File: src/rtl/byte_shift_scheduler_pkg.sv
// Shared types and helpers for the byte shift scheduler.
package shift_sched_pkg;

    localparam int BYTE_W = 8;

    typedef enum logic [1:0] {
        IDLE,
        FILL,
        PRESENT
    } sched_state_t;

    // Next round-robin position with an explicit wrap, so any requester count works.
    function automatic int rr_next(input int ptr, input int n);
        return (ptr + 1 >= n) ? 0 : ptr + 1;
    endfunction

endpackage

File: src/rtl/byte_shift_scheduler_if.sv
// Requester, producer and word handshake signals of the byte shift scheduler.
interface byte_shift_scheduler_if #(
    parameter int NUM_REQ = 4
);
    localparam int OWNER_W = $clog2(NUM_REQ);

    logic [NUM_REQ-1:0]                        req;
    logic [NUM_REQ*shift_sched_pkg::BYTE_W-1:0] req_data;
    logic [NUM_REQ-1:0]                        grant;
    logic                                      shift;
    logic [shift_sched_pkg::BYTE_W-1:0]        shift_data;
    logic                                      word_valid;
    logic                                      word_ready;
    logic [OWNER_W-1:0]                        word_owner;
    logic                                      busy;

    // Scheduler side.
    modport master (
        input  req, req_data, word_ready,
        output grant, shift, shift_data, word_valid, word_owner, busy
    );

    // Requesters, producer and word consumer side.
    modport slave (
        output req, req_data, word_ready,
        input  grant, shift, shift_data, word_valid, word_owner, busy
    );

endinterface

File: src/rtl/byte_shift_scheduler_rr_arbiter.sv
// Combinational round-robin search: first set request at or after the pointer, wrapping modulo N.
module rr_arbiter #(
    parameter int N = 4
) (
    input  logic [N-1:0]         i_req,
    input  logic [$clog2(N)-1:0] i_ptr,
    output logic                 o_found,
    output logic [$clog2(N)-1:0] o_idx
);
    localparam int IDX_W = $clog2(N);

    // One extra bit holds ptr+k before the wrap back into 0..N-1.
    logic [IDX_W:0] w_sum;

    // Scan N candidates starting at the pointer; the first hit wins.
    always_comb begin
        // NOTE: every output and temporary gets a default first so no path leaves it unassigned (no latch).
        o_found = 1'b0;
        o_idx   = '0;
        w_sum   = '0;
        for (int k = 0; k < N; k++) begin
            w_sum = {1'b0, i_ptr} + (IDX_W+1)'(k);
            if (w_sum >= (IDX_W+1)'(N)) begin
                w_sum = w_sum - (IDX_W+1)'(N);
            end
            if (!o_found && i_req[w_sum[IDX_W-1:0]]) begin
                o_found = 1'b1;
                o_idx   = w_sum[IDX_W-1:0];
            end
        end
    end

endmodule

File: src/rtl/byte_shift_scheduler.sv
// Round-robin scheduler sharing one byte-serial shift channel among NUM_REQ sources.
// An owner is locked for a whole word, which is then presented with valid/ready.
module byte_shift_scheduler
    import shift_sched_pkg::*;
#(
    parameter int NUM_REQ        = 4,
    parameter int BYTES_PER_WORD = 4
) (
    input  logic                    clock,
    input  logic                    clear,
    byte_shift_scheduler_if.master  bus
);
    localparam int OWNER_W = $clog2(NUM_REQ);
    localparam int COUNT_W = $clog2(BYTES_PER_WORD + 1);

    sched_state_t       r_state;
    sched_state_t       w_state_nxt;
    logic [COUNT_W-1:0] r_count;
    logic [COUNT_W-1:0] w_count_nxt;
    logic [OWNER_W-1:0] r_owner;
    logic [OWNER_W-1:0] w_owner_nxt;
    logic [OWNER_W-1:0] r_rr_ptr;
    logic [OWNER_W-1:0] w_rr_ptr_nxt;
    logic               w_found;
    logic [OWNER_W-1:0] w_pick;
    logic               w_owner_req;

    rr_arbiter #(.N(NUM_REQ)) u_arb (
        .i_req   (bus.req),
        .i_ptr   (r_rr_ptr),
        .o_found (w_found),
        .o_idx   (w_pick)
    );

    assign bus.word_owner = r_owner;
    assign bus.busy       = (r_state != IDLE);

    // Next-state logic plus the grant/shift/valid outputs; outputs idle outside their state.
    always_comb begin
        w_state_nxt    = r_state;
        w_count_nxt    = r_count;
        w_owner_nxt    = r_owner;
        w_rr_ptr_nxt   = r_rr_ptr;
        w_owner_req    = bus.req[r_owner];
        bus.grant      = '0;
        bus.shift      = 1'b0;
        bus.shift_data = '0;
        bus.word_valid = 1'b0;

        case (r_state)
            IDLE: begin
                // Selection costs one cycle; no byte moves while picking an owner.
                if (w_found) begin
                    w_owner_nxt = w_pick;
                    w_count_nxt = '0;
                    w_state_nxt = FILL;
                end
            end
            FILL: begin
                // Only the locked owner is ever granted; if it drops req we simply stall.
                bus.grant[r_owner] = w_owner_req;
                bus.shift          = w_owner_req;
                bus.shift_data     = bus.req_data[r_owner*BYTE_W +: BYTE_W];
                if (w_owner_req) begin
                    w_count_nxt = r_count + COUNT_W'(1);
                    if (r_count == COUNT_W'(BYTES_PER_WORD - 1)) begin
                        w_state_nxt = PRESENT;
                    end
                end
            end
            PRESENT: begin
                bus.word_valid = 1'b1;
                if (bus.word_ready) begin
                    w_rr_ptr_nxt = OWNER_W'(rr_next(int'(r_owner), NUM_REQ));
                    w_state_nxt  = IDLE;
                end
            end
            default: begin
                w_state_nxt = IDLE;
            end
        endcase
    end

    // State, byte count, owner and round-robin pointer; clear wins over any transition.
    always_ff @(posedge clock) begin
        // NOTE: sequential state uses non-blocking assignments so all registers update from pre-edge values.
        if (clear) begin
            r_state  <= IDLE;
            r_count  <= '0;
            r_owner  <= '0;
            r_rr_ptr <= '0;
        end else begin
            r_state  <= w_state_nxt;
            r_count  <= w_count_nxt;
            r_owner  <= w_owner_nxt;
            r_rr_ptr <= w_rr_ptr_nxt;
        end
    end

endmodule

File: src/flat_wrapper.sv
// flat-port wrapper written by rule: the top's interface ports become plain ports
module byte_shift_scheduler_flat import shift_sched_pkg::*;
#(
    parameter int NUM_REQ        = 4,
    parameter int BYTES_PER_WORD = 4
)
  (clock, clear, bus_req, bus_req_data, bus_word_ready, bus_grant, bus_shift, bus_shift_data, bus_word_valid, bus_word_owner, bus_busy);
  byte_shift_scheduler_if #(.NUM_REQ(NUM_REQ)) bus_i ();
  input  logic clock;
  input  logic clear;
  input wire logic [$bits(bus_i.req)-1:0] bus_req;
  input wire logic [$bits(bus_i.req_data)-1:0] bus_req_data;
  input wire logic [$bits(bus_i.word_ready)-1:0] bus_word_ready;
  output wire logic [$bits(bus_i.grant)-1:0] bus_grant;
  output wire logic [$bits(bus_i.shift)-1:0] bus_shift;
  output wire logic [$bits(bus_i.shift_data)-1:0] bus_shift_data;
  output wire logic [$bits(bus_i.word_valid)-1:0] bus_word_valid;
  output wire logic [$bits(bus_i.word_owner)-1:0] bus_word_owner;
  output wire logic [$bits(bus_i.busy)-1:0] bus_busy;
  assign bus_i.req = bus_req;
  assign bus_i.req_data = bus_req_data;
  assign bus_i.word_ready = bus_word_ready;
  assign bus_grant = bus_i.grant;
  assign bus_shift = bus_i.shift;
  assign bus_shift_data = bus_i.shift_data;
  assign bus_word_valid = bus_i.word_valid;
  assign bus_word_owner = bus_i.word_owner;
  assign bus_busy = bus_i.busy;
  byte_shift_scheduler #(.NUM_REQ(NUM_REQ), .BYTES_PER_WORD(BYTES_PER_WORD)) u_core (.clock(clock), .clear(clear), .bus(bus_i));
endmodule
File: config.mk
export PLATFORM = sky130hd
export DESIGN_NAME = byte_shift_scheduler_flat
export DESIGN_NICKNAME = d
export VERILOG_FILES = /design/src/rtl/byte_shift_scheduler_pkg.sv /design/src/rtl/byte_shift_scheduler_if.sv /design/src/rtl/byte_shift_scheduler_rr_arbiter.sv /design/src/rtl/byte_shift_scheduler.sv /design/src/flat_wrapper.sv
export SDC_FILE = /design/constraint.sdc
export NUM_CORES = 1
export LEC_CHECK = 0
export BUFFER_PORTS_ARGS = -buffer_cell sky130_fd_sc_hd__buf_2
export CORE_MARGIN = 2
export CORE_UTILIZATION = 39
export DETAILED_ROUTE_END_ITERATION = 12
export HOLD_SLACK_MARGIN = 0.12
export PLACE_DENSITY = 0.76
export REMOVE_ABC_BUFFERS = 1
export SYNTH_ARGS = -nofsm -noshare
export SYNTH_HDL_FRONTEND = slang
export SYNTH_SLANG_ARGS = --single-unit
File: constraint.sdc
create_clock -name clock -period 1.3 [get_ports clock]
set_input_delay 0 -clock clock [delete_from_list [all_inputs] [get_ports clock]]
set_output_delay 0 -clock clock [all_outputs]
set_load 0.03 [all_outputs]
== Word-level counts from Yosys, hierarchy flattened ==
Index checks and enable logic that the tools add are counted.

* RAM bits: 0
* Latch bits: 0
* Register bits after elaboration: 9
* Bits of input ports: 39
* Memories kept: 0
* Memory bits (read-only): 0
* Output and inout bits: 17
* Logic and storage cells: 84

* Mux-type cells: 37
* Eq/ne operators: 7
* Shift-type cells: 1
* Divide/modulo/power cells: 0
* Magnitude comparators: 11
* Bitwise logic cells: 1
* $mul: 0
* $add $sub $neg: 9
* Reduce and logical (&&, ||, !) cells: 14

{| class="wikitable"
|+ Operators by type and width
! cell !! count
|-
| 32-bit by 6-bit variable part select with 8-bit output || 1
|-
| 2-bit two-way mux || 13
|-
| 2-bit by 3-bit < comparator with 1-bit output (second input constant) || 5
|-
| 3-bit >= comparator (second input constant) || 4
|-
| 1-bit two-way mux || 12
|-
| 1-bit binary-select mux with 2-bit select || 5
|-
| 8-bit two-way mux || 1
|-
| 2-bit by 1-bit subtractor with 2-bit output (second input constant) || 4
|-
| 2-bit by 1-bit adder with 3-bit output (second input constant) || 2
|-
| 2-bit by 2-bit adder with 3-bit output (second input constant) || 2
|-
| 3-bit two-way mux || 2
|-
| 2-bit one-hot mux with 3 select lines || 1
|-
| 3-bit one-hot mux with 2 select lines || 1
|-
| 4-bit bitwise AND || 1
|-
| 1-bit logical AND || 4
|-
| 4-bit two-way mux || 1
|-
| 2-bit by 1-bit != test with 1-bit output (second input constant) || 2
|-
| 2-bit != test (second input constant) || 2
|-
| 2-bit AND reduction || 2
|-
| 4-bit AND reduction || 1
|-
| 2-bit nonzero test || 2
|-
| 3-bit by 1-bit adder with 3-bit output (second input constant) || 1
|-
| 3-bit by 2-bit equality test with 1-bit output (second input constant) || 1
|-
| 2-bit by 3-bit >= comparator with 1-bit output (second input constant) || 1
|-
| other kinds (7) || 9
|}

== Longest topological paths before layout ==
* Word-level depth: 16
* Mapped depth: 5
* Gate-level depth less buffers: 4

== Cells and area by module ==
From an unflattened synthesis, not the netlist that was laid out.

* Cells, all modules: 92
* Area, all modules: 878.3 um2

{| class="wikitable"
|+ By module, submodules not included
! module !! times used !! area an instance (um2) !! cells an instance !! seq. area each (um2)
|-
| byte_shift_scheduler || 1 || 800.8 || 77 || 180.2
|-
| rr_arbiter || 1 || 77.6 || 15 || 0.0
|}

== Least setup slack after synthesis ==
Ideal clock, no wire load.

* Path type: register -> output
* Start point: register u_core.r_owner[0], in the netlist u_core.bus.word_owner[0]
* End point: output port bus_shift_data[0]
* Cell stages (with the launch flop): 4
* Setup slack: -0.385 ns
* Data arrival time: 1.685 ns
* Buffers on the path: 1
* Required time: 1.300 ns
* Path through: dfxtp_1 -> buf_2 -> mux4_2 -> and2b_1

* Longest elaborated chain between the ends: 2

{| class="wikitable"
|+ Ends and longest elaborated chain
! element !! RTL line !! source
|-
| start: declaration || byte_shift_scheduler.sv:20 || <nowiki>logic [OWNER_W-1:0] r_owner;</nowiki>
|-
| start signal: assignment || byte_shift_scheduler.sv:95 || <nowiki>r_owner <= w_owner_nxt;</nowiki>
|-
| 32-bit by 6-bit variable part select with 8-bit output || byte_shift_scheduler.sv:63 || <nowiki>bus.shift_data = bus.req_data[r_owner*BYTE_W +: BYTE_W];</nowiki>
|-
| 8-bit two-way mux || byte_shift_scheduler.sv:50 || <nowiki>case (r_state)</nowiki>
|-
| end: declaration || flat_wrapper.sv:16 || <nowiki>output wire logic [$bits(bus_i.shift_data)-1:0] bus_shift_data;</nowiki>
|}

No other way between the ends.

== Worst setup path after layout ==
* Start point: register u_core.r_owner[0], in the netlist u_core.bus.word_owner[0]
* End point: output port bus_shift_data[4]

Same word-level chain as after synthesis.

==> key figures <==
Floorplan
  • I/O Pins: 56
  • Rows: 17
  • Core Area: 2250 sq um
  • Die area: 2860 sq um
  • Die X: 53.5 microns
  • Initial Utilization: 0.423
  • Chip height: 53.5 microns

Synth
  • Avg Inst Size Synth: 9.55 sq um
  • Register area share after synthesis: 0.189
  • Top cell type's share of synthesized area: 0.189
  • Largest family of logic cells by synthesized area: simple AND/OR/NAND/NOR gates
  • Mapped Area: 955 sq um
  • XOR/XNOR share of the synthesized area: 0
  • Compound-Gate Fraction of Synth Area: 0.164
  • Post-Synth Simple-Gate Area: 0.274
  • Area share of fa/ha/maj cells after synthesis: 0.0786
  • Predominant post-synthesis flop cell: dfxtp_1
  • Cell variety after synth: 40
  • Synth area leaders: dfxtp_1, mux4_2, ha_1
  • Post-synth EDFFs: 0
  • Yosys warns: 0
  • Asr flop ratio synth: 0
  • Area leader, netlist: dfxtp_1
  • Mux contribution to synthesized area: 0.240
  • #FFs+latches synth: 9
  • Synth Instances: 100

Hold path
  • Hold path cells: 4
  • Hold path start: bus_req[1]
  • Hold path endpoint: u_core.bus.word_owner[0]$_SDFFE_PP0P_
  • Min-delay worst type: input pin to flop

Clock tree
  • CTS root buffer: clkbuf_4
  • TritonCTS clock tree: built
  • Clk sinks: 9
  • Worst skew pair latency: 0.27 ns
  • CTS clk-pin slew, worst paths: 0.07 ns
  • Max Buffers Root-to-Sink: 2
  • Number of CTS-inserted buffers: 3
  • CTS H-tree lvls: 1

Global route
  • Largest net degree at the start of global routing: 11
  • First-pass GRT wire length: 4870 microns
  • Total congestion overflow: 0
  • Initial antenna violation count: 0
  • Vias in the first global route: 1138
  • All-layer global routing usage: 0.240

Critical path
  • Max stage delay on crit path: 0.53 ns
  • R2R Path Start: u_core.r_count[1]$_SDFFE_PP0P_
  • Worst reg2reg setup slack: -0.12 ns
  • CP required: 1.30 ns
  • Crit Path Category: flop to output pin
  • Slowest-stage cell, CP: mux4_2
  • Worst Setup Start Kind: flop
  • Worst r2r path cells: 4
  • CP endpoint kind: output pin
  • CP cell instances: buf_6 > mux4_2 > and2b_1 > buf_6
  • Worst reg2reg endpoint: u_core.r_count[2]$_SDFFE_PP0P_
  • CP arrival: 1.66 ns
  • Crit Path Max Fanout: 5
  • CP dominant cell by count: buf_6

Timing
  • Setup_tns: -4.25 ns
  • Min Hold Slack: 0.217 ns
  • Final hold violation count: 0
  • Clock skew: 0.00529 ns
  • Worst-Margin Slew: 0.254 ns
  • F_max: 0.604 GHz
  • Tmin final: 1.66 ns
  • RSZ-0062 raised after global routing: true
  • Fin. max-slew vios: 0
  • Endpoints failing setup: 18
  • Final WS setup: -0.357 ns
  • Worst relative slew slack: 0.831
  • Final period util: 1.27

Pwr
  • P_int: 0.702 mW
  • Pleak: 0.765 nW
  • Peak VDD IR: 0.465 mV
  • Clock power share: 0.208
  • Power Density: 640 nW/um^2
  • Sw frac: 0.364
  • Seq pwr share: 0.272
  • Gate power share: 0.520
  • NetSw: 0.402 mW

Drt
  • Iter 0 DRT Violations: 24
  • Post-route antenna net violation count: 0
  • Wire per inst: 20.2 microns
  • DRC viols: 0
  • DRT Pass-1 Iters: 4
  • Drt via density: 5.62
  • DRT Wirelength: 4130 microns
  • Vias: 1153

Layout
  • Area growth syn-to-layout: 80.9%
  • Share of cells above drive strength 1: 0.723
  • Fill count: 148
  • ANT cells: 0
  • Commonest non-fill, non-tap cell in the layout: buf_2
  • Post-Layout Inst Area: 1730 sq um
  • Fin nets: 223
  • Leading cell types in the layout, fill and taps excluded: buf_2, buf_6, buf_4

Placement
  • DP Area: 1360 sq um
  • Port Buf Inserts: 55
  • Placer congestion estimate: 0.802
  • Hpwl dp: 2270 microns

Run
  • Max-cap violation count: 0

Run status
  • Failing checks: setup timing
  • Status: complete, but fails checks
==> stage by stage <==
stage          utilization  std cells  power, mW  setup WS (ns)
6_report             0.766        205       1.10         -0.357
4_1_cts              0.704        201       1.02         -0.280
3_3_place_gp         0.604        194      0.704         -0.142
3_5_place_dp         0.604        194      0.715         -0.198
5_1_grt              0.766        205       1.15         -0.384
2_1_floorplan            -         94      0.538         -0.595
==> power by group through the flow <==
stage	clock network (mW)	logic (mW)	registers (mW)
floorplan	0	0.211	0.326
global placement	0	0.399	0.304
detailed placement	0	0.409	0.305
CTS	0.232	0.492	0.301
global route	0.249	0.601	0.302
finish	0.230	0.574	0.301
==> worst max-delay path by stage <==
stage	depth (start not counted)	slack [ns]	from	end
2_1_floorplan	3	-0.59	u_core.bus.word_owner[1]$_SDFFE_PP0P_	bus_grant[0]
3_3_place_gp	4	-0.14	u_core.bus.word_owner[1]$_SDFFE_PP0P_	bus_grant[1]
3_5_place_dp	3	-0.20	u_core.bus.word_owner[1]$_SDFFE_PP0P_	u_core.r_state[0]$_SDFFE_PP0P_
4_1_cts	4	-0.28	u_core.bus.word_owner[0]$_SDFFE_PP0P_	bus_shift_data[7]
5_1_grt	4	-0.38	u_core.bus.word_owner[0]$_SDFFE_PP0P_	bus_shift_data[4]
6_report	4	-0.36	u_core.bus.word_owner[0]$_SDFFE_PP0P_	bus_shift_data[4]
==> flip-flops by register name, indices dropped and copies added (netlist names) <==
signal,flops
u_core.bus.word_owner,2
u_core.r_state,2
u_core.r_count,3
u_core.r_rr_ptr,2
==> worst max-delay path, delay by kind of cell (launching register included) <==
family | cells | cell delay (ns)
buffers and inverters | 2 | 0.27
DFF | 1 | 0.38
muxes | 1 | 0.53
and+or+nand+nor | 1 | 0.20
==> cells by family after synthesis <==
logic type	count (synthesis)
AO/OA/AOI/OAI	22
AND/OR/NAND/NOR	40
adder cells (fa/ha/maj)	6
buffers and inverters	12
multiplexers	11
flip-flops	9
==> final cells by class <==
type | count | area (sq um) | share of cell area
Timing Repair Buffer | 79 | 568 | 0.329
Clock buffer | 4 | 26.3 | 0.0152
Inverter | 6 | 22.5 | 0.0130
Multi-Input combinational cell | 79 | 878 | 0.509
Tap cell | 28 | 35.0 | 0.0203
Sequential cell | 9 | 196 | 0.114
==> layer usage <==
metal | wire (microns) | GRT usage | share of wire
met5 | 0 | 0 | 0
met4 | 74 | 0.120 | 0.018
met3 | 378 | 0.0734 | 0.091
met2 | 2060 | 0.444 | 0.50
met1 | 1620 | 0.237 | 0.39
==> repair_timing <==
action,in CTS,in global routing
pin swaps,10,6
endpoints found under the setup margin,20,22
resized for setup,51,25
hold buffers,2,0
hold endpoints to repair,9,0
buffers inserted,2,4
==> synthesized netlist by cell type, types with 2 or more instances <==
master and number:
nor2b_1 2, and2b_1 8, buf_1 2, nor2_1 3, nand2b_1 3, dfxtp_1 9
and2_1 5, mux4_2 8, o21a_1 3, mux2_2 2, a21oi_1 8, nor2b_4 2
ha_1 6, inv_1 6, nand2_1 7, clkbuf_2 2
No activity file was read; power rests on OpenSTA's default activity.
